**config.mk**
```make
export PLATFORM = sky130hd
export DESIGN_NAME = fetch_unit_flat
export DESIGN_NICKNAME = d
export VERILOG_FILES = /design/src/rtl/fetch_unit_if.sv /design/src/rtl/fetch_unit.sv /design/src/flat_wrapper.sv
export SDC_FILE = /design/constraint.sdc
export NUM_CORES = 1
export LEC_CHECK = 0
export BUFFER_PORTS_ARGS = -buffer_cell sky130_fd_sc_hd__buf_2
export CAP_MARGIN = 20
export CORE_UTILIZATION = 50
export DETAILED_ROUTE_END_ITERATION = 6
export PLACE_DENSITY = 0.74
export RECOVER_POWER = 25
export SETUP_SLACK_MARGIN = 0.3
export SLEW_MARGIN = 20
export SYNTH_ARGS = -nofsm -noshare
export SYNTH_HDL_FRONTEND = slang
export SYNTH_SLANG_ARGS = --single-unit
```
**constraint.sdc**
```tcl
create_clock -name clk -period 6 [get_ports clk]
set_input_delay 0.9 -clock clk [delete_from_list [all_inputs] [get_ports clk]]
set_output_delay 0.9 -clock clk [all_outputs]
set_load 0.05 [all_outputs]
```
**src/rtl/fetch_unit_if.sv**
```systemverilog
//==============================================================================
// Module      : fetch_unit_if
// Description : Instruction-memory request/response channel plus the
//               downstream instruction channel of the fetch front end.
//               master = fetch unit side, slave = memory/consumer side.
// Revision    : 1.0 - initial release
//==============================================================================
`timescale 1ns/1ps
`default_nettype none

interface fetch_unit_if;
   logic        imem_req_valid;
   logic        imem_req_ready;
   logic [29:0] imem_req_addr;
   logic        imem_rsp_valid;
   logic [31:0] imem_rsp_data;
   logic        out_valid;
   logic        out_ready;
   logic [31:0] out_instr;
   logic [29:0] out_pc;

   modport master (
      output imem_req_valid,
      output imem_req_addr,
      input  imem_req_ready,
      input  imem_rsp_valid,
      input  imem_rsp_data,
      output out_valid,
      output out_instr,
      output out_pc,
      input  out_ready
   );

   modport slave (
      input  imem_req_valid,
      input  imem_req_addr,
      output imem_req_ready,
      output imem_rsp_valid,
      output imem_rsp_data,
      input  out_valid,
      input  out_instr,
      input  out_pc,
      output out_ready
   );
endinterface

`default_nettype wire

```
**src/rtl/fetch_unit.sv**
```systemverilog
//==============================================================================
// Module      : fetch_unit
// Description : Instruction fetch front end. Holds the word PC, issues in-order
//               imem requests under a credit rule, buffers returned words in a
//               small FIFO and flushes all in-flight work on a redirect.
//               Optional macro FETCH_PERF_EN adds perf_fetched, perf_dropped
//               and perf_redirects counters.
// Revision    : 1.0 - initial release
//==============================================================================
`timescale 1ns/1ps
`default_nettype none

module fetch_unit #(
   parameter logic [29:0] RESET_PC        = 30'h0,
   parameter int          FIFO_DEPTH      = 2,
   parameter int          MAX_OUTSTANDING = 2
) (
   input  wire logic        clk,
   input  wire logic        rst,
   input  wire logic        jmp_enable,
   input  wire logic [29:0] jmp_addr,
   fetch_unit_if.master     bus
`ifdef FETCH_PERF_EN
   ,
   output logic [31:0]      perf_fetched,
   output logic [31:0]      perf_dropped,
   output logic [31:0]      perf_redirects
`endif
);

   localparam int c_FPW = (FIFO_DEPTH > 1) ? $clog2(FIFO_DEPTH) : 1;
   localparam int c_CW  = $clog2(FIFO_DEPTH + 1);
   localparam int c_OW  = $clog2(MAX_OUTSTANDING + 1);
   localparam int c_AQW = (MAX_OUTSTANDING > 1) ? $clog2(MAX_OUTSTANDING) : 1;

   // registered state
   logic [29:0]      pc_q, pc_d;
   logic [c_OW-1:0]  inflight_q, inflight_d;
   logic [c_OW-1:0]  drop_q, drop_d;
   logic [c_FPW-1:0] fifo_wr_q, fifo_wr_d;
   logic [c_FPW-1:0] fifo_rd_q, fifo_rd_d;
   logic [c_CW-1:0]  count_q, count_d;
   logic [c_AQW-1:0] aq_wr_q, aq_wr_d;
   logic [c_AQW-1:0] aq_rd_q, aq_rd_d;
   logic [31:0]      fifo_instr_q [FIFO_DEPTH];
   logic [29:0]      fifo_pc_q    [FIFO_DEPTH];
   logic [29:0]      aq_q         [MAX_OUTSTANDING];

   // combinational handshakes
   logic             w_out_valid;
   logic             w_pop;
   logic             w_credit;
   logic             w_req_valid;
   logic             w_accept;
   logic             w_rsp;
   logic             w_dropping;
   logic             w_push;
   logic [c_OW-1:0]  w_kept;

   function automatic logic [c_AQW-1:0] aq_next(input logic [c_AQW-1:0] p);
      if (p == c_AQW'(MAX_OUTSTANDING - 1)) return '0;
      return p + c_AQW'(1);
   endfunction

   // Output side depends on registered occupancy only (plus reset gating).
   assign w_out_valid = !rst && (count_q != '0);
   assign w_pop       = w_out_valid && bus.out_ready;

   // A slot freed by this cycle's pop is counted as free, which is what lets a
   // depth-2 buffer sustain one instruction per cycle with a 1-cycle memory.
   assign w_kept      = inflight_q - drop_q;
   assign w_credit    = (32'(w_kept) + 32'(count_q) - 32'(w_pop)) < 32'(FIFO_DEPTH);
   assign w_req_valid = !rst && !jmp_enable &&
                        (32'(inflight_q) < 32'(MAX_OUTSTANDING)) && w_credit;
   assign w_accept    = w_req_valid && bus.imem_req_ready;
   assign w_rsp       = bus.imem_rsp_valid;
   assign w_dropping  = w_rsp && (drop_q != '0);
   assign w_push      = w_rsp && (drop_q == '0) && !jmp_enable;

   assign bus.imem_req_valid = w_req_valid;
   assign bus.imem_req_addr  = pc_q;
   assign bus.out_valid      = w_out_valid;
   assign bus.out_instr      = fifo_instr_q[fifo_rd_q];
   assign bus.out_pc         = fifo_pc_q[fifo_rd_q];

   // Next-state: PC advance, outstanding/drop accounting, FIFO and address queue pointers.
   always_comb begin
      pc_d       = pc_q;
      inflight_d = inflight_q;
      drop_d     = drop_q;
      fifo_wr_d  = fifo_wr_q;
      fifo_rd_d  = fifo_rd_q;
      count_d    = count_q;
      aq_wr_d    = aq_wr_q;
      aq_rd_d    = aq_rd_q;

      if (w_accept && !w_rsp)      inflight_d = inflight_q + c_OW'(1);
      else if (!w_accept && w_rsp) inflight_d = inflight_q - c_OW'(1);

      if (w_accept) begin
         pc_d    = pc_q + 30'd1;
         aq_wr_d = aq_next(aq_wr_q);
      end
      if (w_push) begin
         fifo_wr_d = fifo_wr_q + c_FPW'(1);
         aq_rd_d   = aq_next(aq_rd_q);
      end
      if (w_pop) fifo_rd_d = fifo_rd_q + c_FPW'(1);

      if (w_push && !w_pop)      count_d = count_q + c_CW'(1);
      else if (!w_push && w_pop) count_d = count_q - c_CW'(1);

      if (w_dropping) drop_d = drop_q - c_OW'(1);

      // Redirect wins: everything still outstanding after this cycle's
      // response accounting becomes a drop.
      if (jmp_enable) begin
         pc_d      = jmp_addr;
         fifo_wr_d = '0;
         fifo_rd_d = '0;
         count_d   = '0;
         aq_wr_d   = '0;
         aq_rd_d   = '0;
         drop_d    = inflight_d;
      end
   end

   // Control state register with synchronous reset.
   always_ff @(posedge clk) begin
      if (rst) begin
         pc_q       <= RESET_PC;
         inflight_q <= '0;
         drop_q     <= '0;
         fifo_wr_q  <= '0;
         fifo_rd_q  <= '0;
         count_q    <= '0;
         aq_wr_q    <= '0;
         aq_rd_q    <= '0;
      end else begin
         pc_q       <= pc_d;
         inflight_q <= inflight_d;
         drop_q     <= drop_d;
         fifo_wr_q  <= fifo_wr_d;
         fifo_rd_q  <= fifo_rd_d;
         count_q    <= count_d;
         aq_wr_q    <= aq_wr_d;
         aq_rd_q    <= aq_rd_d;
      end
   end

   // Data storage: requested addresses and returned {instr, pc} entries.
   always_ff @(posedge clk) begin
      if (w_accept) aq_q[aq_wr_q] <= pc_q;
      if (w_push) begin
         fifo_instr_q[fifo_wr_q] <= bus.imem_rsp_data;
         fifo_pc_q[fifo_wr_q]    <= aq_q[aq_rd_q];
      end
   end

`ifdef FETCH_PERF_EN
   logic [31:0] perf_fetched_q, perf_dropped_q, perf_redirects_q;

   // Event counters: buffered words, discarded responses, redirect cycles.
   always_ff @(posedge clk) begin
      if (rst) begin
         perf_fetched_q   <= '0;
         perf_dropped_q   <= '0;
         perf_redirects_q <= '0;
      end else begin
         if (w_push)                                      perf_fetched_q   <= perf_fetched_q + 32'd1;
         if (w_rsp && ((drop_q != '0) || jmp_enable))     perf_dropped_q   <= perf_dropped_q + 32'd1;
         if (jmp_enable)                                  perf_redirects_q <= perf_redirects_q + 32'd1;
      end
   end

   assign perf_fetched   = perf_fetched_q;
   assign perf_dropped   = perf_dropped_q;
   assign perf_redirects = perf_redirects_q;
`endif

endmodule

`default_nettype wire
```
**src/flat_wrapper.sv**
```systemverilog
// flat-port wrapper written by rule: the top's interface ports become plain ports
module fetch_unit_flat 
#(
   parameter logic [29:0] RESET_PC        = 30'h0,
   parameter int          FIFO_DEPTH      = 2,
   parameter int          MAX_OUTSTANDING = 2
)
  (clk, rst, jmp_enable, jmp_addr, bus_imem_req_valid, bus_imem_req_addr, bus_imem_req_ready, bus_imem_rsp_valid, bus_imem_rsp_data, bus_out_valid, bus_out_instr, bus_out_pc, bus_out_ready);
  fetch_unit_if bus_i ();
  input  wire logic clk;
  input  wire logic rst;
  input  wire logic jmp_enable;
  input  wire logic [29:0] jmp_addr;
  output wire logic [$bits(bus_i.imem_req_valid)-1:0] bus_imem_req_valid;
  output wire logic [$bits(bus_i.imem_req_addr)-1:0] bus_imem_req_addr;
  input wire logic [$bits(bus_i.imem_req_ready)-1:0] bus_imem_req_ready;
  input wire logic [$bits(bus_i.imem_rsp_valid)-1:0] bus_imem_rsp_valid;
  input wire logic [$bits(bus_i.imem_rsp_data)-1:0] bus_imem_rsp_data;
  output wire logic [$bits(bus_i.out_valid)-1:0] bus_out_valid;
  output wire logic [$bits(bus_i.out_instr)-1:0] bus_out_instr;
  output wire logic [$bits(bus_i.out_pc)-1:0] bus_out_pc;
  input wire logic [$bits(bus_i.out_ready)-1:0] bus_out_ready;
  assign bus_imem_req_valid = bus_i.imem_req_valid;
  assign bus_imem_req_addr = bus_i.imem_req_addr;
  assign bus_i.imem_req_ready = bus_imem_req_ready;
  assign bus_i.imem_rsp_valid = bus_imem_rsp_valid;
  assign bus_i.imem_rsp_data = bus_imem_rsp_data;
  assign bus_out_valid = bus_i.out_valid;
  assign bus_out_instr = bus_i.out_instr;
  assign bus_out_pc = bus_i.out_pc;
  assign bus_i.out_ready = bus_out_ready;
  fetch_unit #(.RESET_PC(RESET_PC), .FIFO_DEPTH(FIFO_DEPTH), .MAX_OUTSTANDING(MAX_OUTSTANDING)) u_core (.clk(clk), .rst(rst), .jmp_enable(jmp_enable), .jmp_addr(jmp_addr), .bus(bus_i));
endmodule
```
* Yosys cells after proc, flatten, opt, wreduce, memory -nomap -nowiden
Memory sizes are Yosys's and may differ from the RTL's. A register that Yosys moved wholly into a read port is not among the register bits. Index checks and enable logic that the tools add are counted.
Word-level totals: latch bits 0, register bits after elaboration 40, ROM bits 0, memories 3, memory bits (writable) 184, logic and storage cells 78
Memory list:
- u_core.fifo_instr_q | words 2, bits a word 32, read ports 1, clocked after Yosys merged registers in 1, write ports 1, line fetch_unit.sv:45 | logic [31:0] fifo_instr_q [FIFO_DEPTH];
- u_core.aq_q | words 2, bits a word 30, read ports 1, clocked after Yosys merged registers in 1, write ports 1, line fetch_unit.sv:47 | logic [29:0] aq_q [MAX_OUTSTANDING];
- u_core.fifo_pc_q | words 2, bits a word 30, read ports 1, clocked after Yosys merged registers in 1, write ports 1, line fetch_unit.sv:46 | logic [29:0] fifo_pc_q [FIFO_DEPTH];
Operators by class: add/sub/neg operators 13, bitwise operators 0, shifts and indexed selects 0, reductions and logical operators 26, multiply operators 0, order comparisons 2, muxes and demuxes 26, eq/ne operators 0, divide/modulo/power cells 0
Operator list (count):
- two-way mux 30 bit | 2
- < comparator 32 x 2 -> 1 bit (second input constant) | 1
- subtractor 32 x 1 -> 32 bit | 1
- adder 30 x 1 -> 30 bit (second input constant) | 1
- two-way mux 1 bit | 18
- logical AND 1 bit | 13
- two-way mux 2 bit | 6
- nonzero test 2 bit | 5
- logical NOT 1 bit | 6
- subtractor 2 x 1 -> 2 bit (second input constant) | 3
- adder 1 bit (second input constant) | 4
- adder 2 x 1 -> 2 bit (second input constant) | 2
- adder 2 x 2 -> 3 bit | 1
- logical NOT 2 bit | 1
- < comparator 2 bit (second input constant) | 1
- OR reduction 2 bit | 1
- subtractor 2 bit | 1

* Logic depth before layout (Yosys ltp)
word-level depth 12, depth in mapped cells 15

* Worst setup path after synthesis
OpenSTA, ideal clock, no wires.
path type input-to-reg, start point input jmp_enable, end point memory u_core.fifo_instr_q[0][0], enable pin, stages on the path 3, path slack -142 ps, setup time 558 ps, buffers on the path 2, arrival 5584 ps, cells stage by stage clkbuf_1 buf_1 nor3_1
On the way: cells in the longest elaborated chain, start to end 4
RTL lines:
- from (decl) | line flat_wrapper.sv:12 | input wire logic jmp_enable;
- logical NOT 1 bit | line fetch_unit.sv:78 | assign w_push = w_rsp && (drop_q == '0) && !jmp_enable;
- logical AND 1 bit | line fetch_unit.sv:78
- two-way mux 1 bit | line fetch_unit.sv:154 | if (w_push) begin
- two-way mux 1 bit (not written as such) | line fetch_unit.sv:155 | fifo_instr_q[fifo_wr_q] <= bus.imem_rsp_data;
- to (decl) | line fetch_unit.sv:45
No other way between the ends.

* Final worst setup path
start point register u_core.inflight_q[0], end point output bus_imem_req_valid
On the way: cells in the longest elaborated chain, start to end 5
RTL lines:
- from (decl) | line fetch_unit.sv:38 | logic [c_OW-1:0] inflight_q, inflight_d;
- from (signal assigned) | line fetch_unit.sv:141 | inflight_q <= inflight_d;
- subtractor 2 bit | line fetch_unit.sv:71 | assign w_kept = inflight_q - drop_q;
- adder 2 x 2 -> 3 bit | line fetch_unit.sv:72 | assign w_credit = (32'(w_kept) + 32'(count_q) - 32'(w_pop)) < 32'(FIFO_DEPTH);
- subtractor 32 x 1 -> 32 bit | line fetch_unit.sv:72
- < comparator 32 x 2 -> 1 bit | line fetch_unit.sv:72
- logical AND 1 bit * | line fetch_unit.sv:74 | (32'(inflight_q) < 32'(MAX_OUTSTANDING)) && w_credit;
- to (decl) | line flat_wrapper.sv:14 | output wire logic [$bits(bus_i.imem_req_valid)-1:0] bus_imem_req_valid;
Mark *: on every way between the ends. The rest lies on a longest branch, timed or not.

==> results by group <==
Outcome
  – Outcome: finished, violations left
  – Failing checks: max-capacitance violations, max-slew violations

Power and ir drop
  – Peak VDD IR: 192 uV
  – Total power: 3.69 mW
  – Leak Pwr: 3.82 nW
  – Pwr/cell area: approximately 340 nW/um^2

Finish
  – Layout Cells excl Fill: approximately 1000
  – Post-route cell area: 10900 sq um
  – Layout cells sized above 1: 37.1%
  – Area growth syn-to-layout: 20.2%
  – Nets: around 850
  – Commonest non-fill, non-tap cell in the layout: edfxtp_1
  – Multi-input logic area: approximately 2600 sq um
  – Most frequent cells in the layout: edfxtp_1, buf_2, mux2_2, dfxtp_1, nor2_1
  – Fillers: between 1000 and 1500
  – Antenna cells: 0
  – Reg area: 6370 sq um

Drt
  – DRC: 0
  – Vias per std cell: 5.65
  – Post-route ant nets: 0
  – Final Routed Wirelength: 18800 microns
  – Pre-antenna DRT Iters: 5
  – Vias: 5704
  – Iter 0 DRT Violations: 366
  – DR WL/cell: 18.6 microns

Logic synthesis
  – Synth Flop Type: edfxtp_1
  – Syn avg cell area: between 15 and 20 sq um
  – Warnings from Yosys: 0
  – Post-synthesis sequential area ratio: between 70% and 80%
  – Syn nets: 679
  – Gate Count Post-Synth: 603
  – Distinct cell type count after synthesis: 50
  – EDFF count, synth: 184
  – Mapped cell area: 9080 sq um
  – #FFs+latches synth: between 200 and 250
  – Async SR Flop Fraction: 0%

GRT
  – Overflow after GRT: 0
  – Overall routing resource usage: 19.9%
  – First-pass GRT wire length: 28600 microns
  – Initial antenna violation count: 0
  – Largest net degree at the start of global routing: 63
  – Vias in the first global route: around 5600

Critical path
  – Max FO, Critical Path: 14
  – Setup crit end kind: primary output
  – Worst r2r path cells: 12
  – WS Path Type: register to primary output
  – Worst path required time: between 5 and 6 ns
  – Startpoint Class: register
  – Crit path DAT: roughly 3.1 ns

Clock network
  – CTS resizes: 0
  – Clock sink total: 226
  – Cts hold-fix bufs: 0
  – Worst-path clk slew: 0.06 ns
  – TritonCTS Buffers: 23
  – # H-tree levels: 1
  – Clock root buffer: clkbuf_16
  – Skew-Pair Late Insertion Delay: 0.50 ns
  – Max Root-Sink Buffers: 3
  – Buffers inserted by post-CTS timing repair: 0
  – CTS tree: yes

STA
  – # setup viols final: 0
  – Period utilization: 67.0%
  – Final hold viol count: 0
  – Max Slew Vio Count: 31
  – Setup TNS: 0 ns
  – Max Clk Rate: ~0.25 GHz
  – WHS: slightly above 0.5 ns
  – Skew final: roughly 0.012 ns
  – Worst slew pin tran: between 1.5 and 2 ns
  – Final worst path period need: between 4 and 5 ns
  – RSZ-0062 raised after global routing: no
  – Max_slew headroom: -10.7%

Floorplanning
  – Die Span Y: 137 microns
  – Core area: 17500 sq um
  – Die Footprint: around 19000 sq um
  – Die X-Extent: 137 microns
  – I/O pin count: between 150 and 200
  – FP Rows: between 40 and 50
  – Initial Utilization: 51.8%

Placed design
  – PortBufs: 161
  – Dpl cell area: 10100 sq um
  – Routability cong.: 0.872
  – Cell count after placement: 969
  – Detailed placer's ending HPWL: 12000 microns

Hold path
  – Hold Crit Depth: 2
  – HP Class: register to register

Job
  – Max_cap viols: 1
[synthesized netlist by cell type, types with 2 or more instances]
cell	count	share of area, %
or4_1	2	0.17
a311oi_1	6	0.58
nor4b_1	2	0.19
a31oi_1	13	0.90
a211oi_1	7	0.58
or2_2	3	0.21
and4_1	3	0.29
nor3_1	12	0.66
nand3_1	19	1.0
ha_1	7	0.96
xor2_1	6	0.58
mux2_2	94	12
xnor2_1	9	0.87
clkbuf_1	24	0.99
and2_1	2	0.14
a21oi_1	10	0.55
or3_1	17	1.2
o21ai_0	8	0.44
a22oi_1	4	0.33
nand2_1	27	1.1
nor2b_1	3	0.21
edfxtp_1	184	61
nand4_1	14	0.96
and3_1	5	0.34
nor2_1	33	1.4
o211ai_1	8	0.66
inv_1	12	0.50
o21ai_1	5	0.28
dfxtp_1	42	9.3
nor4_1	2	0.14
[critical path, stage by stage (launching register included)]
cell and delay (ns):
dfxtp_1 0.31, inv_1 0.06, ha_1 0.19, xnor2_1 0.13, xnor2_1 0.16, fa_1 0.53
nor2b_1 0.18, nand4_1 0.50, and3_1 0.36, buf_2 0.21
[per-stage QoR]
step                utilization [%]  setup WS [ns]
floorplan                         -           1.80
global placement               57.8           1.85
detailed placement             57.8           1.74
CTS                            62.4           1.95
global route                   62.2           1.70
finish                         62.2           1.98
[path summary, 6_finish.rpt]
check	startpoint	to	slack, ns
min	u_core.aq_rd_q	u_core.aq_rd_q	0.51
max reg2reg	u_core.inflight_q[0]	u_core.aq_q[0][24]	2.23
min reg2reg	u_core.aq_rd_q	u_core.aq_rd_q	0.51
max	u_core.inflight_q[0]	bus_imem_req_valid	1.98
[routing by layer]
layer	routed length (microns)	track usage [%]	up-vias	part of all wire (%)
met1	7710	24.8	2739	41
met2	9050	33.4	257	48
met4	647	8.97	0	3.4
met3	1400	4.07	40	7.4
met5	0	0	-	0
li1	-	-	2668	-
[state kept, by name, indices dropped and copies added, names as in the netlist, named ones only]
signal	flops
u_core.fifo_instr_q	64
u_core.aq_q	60
u_core.fifo_pc_q	60
u_core.bus.imem_req_addr	30
u_core.count_q	2
u_core.drop_q	2
u_core.inflight_q	2
u_core.aq_rd_q	1
u_core.aq_wr_q	1
u_core.fifo_rd_q	1
u_core.fifo_wr_q	1
[cell type report]
type / count / area share [%]
sequential: 226 / 58.3
multi-input combinational: 339 / 23.7
timing repair buffer: 167 / 7.55
clock buffer: 28 / 5.63
tap: 225 / 2.58
clock inverter: 13 / 1.78
inverter: 12 / 0.413
[cells by family after synthesis]
logic type / after synthesis / synth area share (%)
AO/OA/AOI/OAI: 69 / 5.12
multiplexers: 94 / 11.7
adder cells (fa/ha/maj): 8 / 1.18
AND/OR/NAND/NOR: 153 / 8.93
buffers and inverters: 38 / 1.58
flip-flops: 226 / 70.1
XOR/XNOR: 15 / 1.45
[power by group]
group,total [mW],switching (mW),internal (mW)
clock network,1.50,0.556,0.943
logic,0.381,0.267,0.114
registers,1.81,0.0422,1.76
(Power assumes the default switching activity.)
